==> src/rtl/condicionador_botoes.sv <==
`default_nettype none
// ============================================================================
// Module  : condicionador_botoes
// Purpose : Conditions seven raw player buttons into a single debounced,
//           one-hot play. Each press yields at most one event: a capture
//           (jogadafeita) or a rejection of a multi-button press (invalida).
//           The buttons must then stay released for a full debounce window
//           before another press can be accepted.
// Ports   : clock       - rising-edge clock
//           reset       - asynchronous active-low reset
//           botoes      - raw asynchronous buttons, 1 = pressed
//           habilita    - allows a new press to be accepted
//           limpa       - synchronous clear of jogada
//           jogada      - last accepted one-hot play (held)
//           jogadafeita - 1-cycle pulse when jogada is updated
//           invalida    - 1-cycle pulse when a multi-button press is rejected
//           tem_jogada  - any synchronized button is pressed
//           db_estado   - current state code, for debug
// Revision: 1.0 - initial release
// ============================================================================
module condicionador_botoes #(
  parameter int DEBOUNCE_CICLOS = 50000
) (
  input  logic       clock,
  input  logic       reset,
  input  logic [6:0] botoes,
  input  logic       habilita,
  input  logic       limpa,
  output logic [6:0] jogada,
  output logic       jogadafeita,
  output logic       invalida,
  output logic       tem_jogada,
  output logic [1:0] db_estado
);

  typedef enum logic [1:0] {
    OCIOSO        = 2'd0,
    ESTABILIZA    = 2'd1,
    VALIDA        = 2'd2,
    ESPERA_SOLTAR = 2'd3
  } estado_t;

  localparam logic [15:0] C_ULTIMO = 16'(DEBOUNCE_CICLOS - 1);

  estado_t     r_estado;
  logic [6:0]  r_sinc1;
  logic [6:0]  r_sinc2;
  logic [6:0]  r_amostra;
  logic [15:0] r_cont;
  logic [6:0]  r_jogada;
  logic        r_jogadafeita;
  logic        r_invalida;

  logic [6:0]  w_botoes_s;
  logic        w_amostra_um;

  assign w_botoes_s   = r_sinc2;
  // Exactly one bit set: nonzero and clearing the lowest set bit leaves zero.
  assign w_amostra_um = (r_amostra != 7'd0) &&
                        ((r_amostra & (r_amostra - 7'd1)) == 7'd0);

  // Two-flop synchronizer; nothing downstream sees the raw buttons.
  always_ff @(posedge clock or negedge reset) begin
    if (!reset) begin
      r_sinc1 <= 7'd0;
      r_sinc2 <= 7'd0;
    end else begin
      r_sinc1 <= botoes;
      r_sinc2 <= r_sinc1;
    end
  end

  // The pulse registers are loaded on the edge that enters VALIDA, so they
  // are high exactly while the FSM sits in VALIDA (Moore behaviour without a
  // combinational decode on the outputs).
  always_ff @(posedge clock or negedge reset) begin
    if (!reset) begin
      r_estado      <= OCIOSO;
      r_amostra     <= 7'd0;
      r_cont        <= 16'd0;
      r_jogada      <= 7'd0;
      r_jogadafeita <= 1'b0;
      r_invalida    <= 1'b0;
    end else begin
      r_jogadafeita <= 1'b0;
      r_invalida    <= 1'b0;
      // Clear first so a capture later in this block overrides it.
      if (limpa) r_jogada <= 7'd0;

      case (r_estado)
        OCIOSO: begin
          if (habilita && (w_botoes_s != 7'd0)) begin
            r_amostra <= w_botoes_s;
            r_cont    <= 16'd0;
            r_estado  <= ESTABILIZA;
          end
        end

        ESTABILIZA: begin
          if (!habilita || (w_botoes_s == 7'd0)) begin
            r_estado <= OCIOSO;
          end else if (w_botoes_s != r_amostra) begin
            // Pattern changed while bouncing: restart the window on it.
            r_amostra <= w_botoes_s;
            r_cont    <= 16'd0;
          end else if (r_cont == C_ULTIMO) begin
            r_estado <= VALIDA;
            if (w_amostra_um) begin
              r_jogada      <= r_amostra;
              r_jogadafeita <= 1'b1;
            end else begin
              r_invalida    <= 1'b1;
            end
          end else begin
            r_cont <= r_cont + 16'd1;
          end
        end

        VALIDA: begin
          r_cont   <= 16'd0;
          r_estado <= ESPERA_SOLTAR;
        end

        ESPERA_SOLTAR: begin
          // Any bounce back to pressed restarts the release window.
          if (w_botoes_s != 7'd0) begin
            r_cont <= 16'd0;
          end else if (r_cont == C_ULTIMO) begin
            r_cont   <= 16'd0;
            r_estado <= OCIOSO;
          end else begin
            r_cont <= r_cont + 16'd1;
          end
        end

        default: r_estado <= OCIOSO;
      endcase
    end
  end

  assign jogada      = r_jogada;
  assign jogadafeita = r_jogadafeita;
  assign invalida    = r_invalida;
  assign tem_jogada  = |w_botoes_s;
  assign db_estado   = r_estado;

endmodule
`default_nettype wire

==> config.mk <==
export PLATFORM = sky130hd
export DESIGN_NAME = condicionador_botoes
export DESIGN_NICKNAME = d
export VERILOG_FILES = /design/src/rtl/condicionador_botoes.sv
export SDC_FILE = /design/constraint.sdc
export NUM_CORES = 1
export LEC_CHECK = 0
export CORE_MARGIN = 2
export CORE_UTILIZATION = 61
export CTS_BUF_LIST = sky130_fd_sc_hd__clkbuf_4 sky130_fd_sc_hd__clkbuf_8
export CTS_CLUSTER_DIAMETER = 30
export DETAILED_ROUTE_END_ITERATION = 16
export PLACE_DENSITY = 0.8
export SYNTH_ARGS = -nofsm -noshare
export SYNTH_HDL_FRONTEND = slang
export SYNTH_SLANG_ARGS = --single-unit
==> constraint.sdc <==
create_clock -name clock -period 5.2 [get_ports clock]
set_input_delay 0.78 -clock clock [delete_from_list [all_inputs] [get_ports clock]]
set_output_delay 0.78 -clock clock [all_outputs]
set_load 0.05 [all_outputs]
==> results_dict.tcl <==
set metrics [dict create \
    status "finished clean" \
    post-cts-setup-buffers 0 \
    cts_tree "yes" \
    die_w_um 66.8 \
    worstSetupPathType "flop to output port" \
    dpl.hpwl_mm 3.14 \
    clock-root-buffer "clkbuf_8" \
    grt_start_max_net_pins 49 \
    overflow 0 \
    syn_area_mm2 0.00241 \
    crit_arrival_ps 2350 \
    power_leakage_uw 0.00109 \
    power_density_mw_per_mm2 251 \
    grt_usage_pct 23.6 \
    synth_nets 217 \
    cts_buffers 5 \
    layout-drive-gt1-share_pct 20.4 \
    fmax_mhz 319 \
    yosys_most_used_dff "dfrtp_1" \
    via_count 1727 \
    post_cts_resized 0 \
    n_antenna_cell 0 \
    finalSetupViolations 0 \
    synth_cells 205 \
    yosysWarnings 0 \
    clkSlewWorstSetupHoldPaths_ps 90 \
    crit_path_end_kind "output port" \
    startpoint_type "flop" \
    tightestPinTransition_ps 1200 \
    multiInputGateArea_mm2 0.00110 \
    gp_congestion 0.792 \
    cts.sinks 48 \
    synthDistinctLibCells 51 \
    drc 0 \
    critical_path_peak_fanout 6 \
    area_growth_syn_to_layout_pct 12.5 \
    cts_max_level 2 \
    drtIter0Drc 121 \
    rows 22 \
    synth_seq_cells 48 \
    die_h_um 66.8 \
    avgViaCountPerCell 6.30 \
    max-vdd-ir-drop_mv 0.232 \
    syn_avg_cell_area_um2 11.7 \
    ios 23 \
    drv_slew 0 \
    register_area_mm2 0.00120 \
    antenna_found_initial 0 \
    synth_edf_count 0 \
    wl_mm 4.51 \
    wire_per_inst_um 16.5 \
    first_pass_iters 4 \
    fin_crit_sh_pct 60.3 \
    min_period_ps 3130 \
    max_slew_margin_pct 19.6 \
    grt_pass1_wl_mm 7.92 \
    r2r_slack_ps 2250 \
    cts_hold_buf 0 \
    synth-seq-area-share_pct 49.9 \
    clock_path_buffers 2 \
    finish.utilization_pct 72.9 \
    rsz0062_at_grt "no" \
    hold_viol 0 \
    synth_async_sr_flop_share_pct 100 \
    fillers 267 \
    numPortBuffers 22 \
    maxCapViolCount 0 \
    ant_nets 0 \
    core_area_mm2 0.00372 \
    layout.nets 237 \
    crit_required_ps 4420 \
    finClkSkew_ps 3.38 \
    grt_pass1_vias 1693 \
    clk_latency_ps 300 \
    hold_class "flop to flop" \
    die_area_mm2 0.00446 \
    setup_tns_ps 0 \
    start_util_pct 64.8 \
]
## cells in the mapped netlist (2+ instances only)
| cell | n | share of area (%) |
|---|---|---|
| o21ai_0 | 3 | 0.62 |
| clkbuf_8 | 3 | 1.7 |
| or4_2 | 8 | 2.9 |
| nand2_1 | 9 | 1.4 |
| o31ai_1 | 12 | 3.7 |
| a21oi_2 | 11 | 4.0 |
| or4_1 | 8 | 2.5 |
| inv_1 | 4 | 0.62 |
| nor2b_1 | 7 | 1.8 |
| nand4_1 | 3 | 0.78 |
| a21oi_1 | 6 | 1.2 |
| mux2_1 | 6 | 2.8 |
| and2_1 | 2 | 0.52 |
| clkbuf_1 | 3 | 0.47 |
| xnor2_1 | 7 | 2.5 |
| mux2_2 | 8 | 3.7 |
| mux2i_1 | 2 | 0.83 |
| nor3b_1 | 3 | 0.94 |
| nor2_1 | 7 | 1.1 |
| or4_4 | 2 | 0.94 |
| nor3_1 | 2 | 0.42 |
| nand3_1 | 10 | 2.1 |
| o31a_1 | 2 | 0.73 |
| nor4_1 | 3 | 0.78 |
| dfrtp_1 | 48 | 50 |
## worst paths after layout
check	depth (start not counted)	from	end
setup reg to reg	5	r_cont[11]	r_cont[3]
max in group asynchronous	1	reset	r_cont[3]
setup / recovery	3	r_sinc2[2]	tem_jogada
hold reg to reg	0	r_sinc1[2]	r_sinc2[2]
min in group asynchronous	1	reset	r_amostra[1]
hold / removal	0	r_sinc1[2]	r_sinc2[2]
## metrics by stage
step                power (µW)  setup WS [ps]  instances  instance area, µm²  hold WS (ps)
floorplan                  395           2850        205                2410           331
global placement           411           2440        266                2590           331
detailed placement         413           2290        266                2590           335
CTS                        686           2070        274                2710           356
global route               697           1910        274                2710           367
finish                     679           2070        274                2710           353
## cell type report
| type | count | share of cell area, % |
|---|---|---|
| timing repair buffer | 22 | 7.94 |
| sequential | 48 | 44.3 |
| clock buffer | 5 | 2.54 |
| tap | 48 | 2.22 |
| inverter | 5 | 0.693 |
| multi-input combinational | 143 | 40.6 |
| clock inverter | 3 | 1.71 |
## per-layer routing
layer / wire length [µm] / vias up / track usage [%]
met3: 299 / 6 / 5.57
li1: - / 813 / -
met1: 2010 / 843 / 31.6
met4: 41 / 0 / 5.87
met5: 0 / - / 0
met2: 2160 / 65 / 38.9
## worst max-delay path, cell delays in order, from the launching register on
cell and delay, ps:
dfrtp_1 410, nor4_1 540, nand2_1 310, clkdlybuf4s50_1 780
## logic make-up after synthesis
| family | Yosys count | share of synthesized area, % |
|---|---|---|
| compound gates | 42 | 13.5 |
| mux | 16 | 7.38 |
| flops | 48 | 49.9 |
| buf+inv | 14 | 4.47 |
| xor+xnor | 8 | 2.91 |
| fa+ha+maj | 1 | 0.520 |
| simple gates | 76 | 21.4 |
## cell usage in the layout (no fill, tap or decap), drive strengths merged, types with 2 or more instances in the layout
master | netlist | layout
nor2b | 7 | 7
nor2 | 7 | 7
nand4 | 4 | 4
clkbuf | 6 | 5
nor4 | 5 | 5
dfrtp | 48 | 48
o31a | 2 | 2
nor3b | 3 | 3
mux2 | 14 | 14
clkdlybuf4s50 | 0 | 21
nand3 | 10 | 10
nand2 | 9 | 9
mux2i | 2 | 2
o21ai | 3 | 3
a21oi | 17 | 17
xnor2 | 7 | 7
and3 | 2 | 2
nor3 | 2 | 2
inv | 5 | 6
o31ai | 12 | 12
or4 | 18 | 18
and2 | 2 | 2
o211ai | 2 | 2
## state kept, by name (all words and copies together) (netlist names), named ones only
register / flops
invalida: 1
db_estado: 1
jogada: 7
r_sinc2: 7
jogadafeita: 1
r_amostra: 7
r_cont: 16
r_sinc1: 7
## power by group
group          switching (µW)  internal (µW)  total (µW)
logic                    13.2           9.58        22.8
clock network             130            145         275
registers                3.39            378         382
total                     146            533         679
Power figures use the tool's default switching activity.
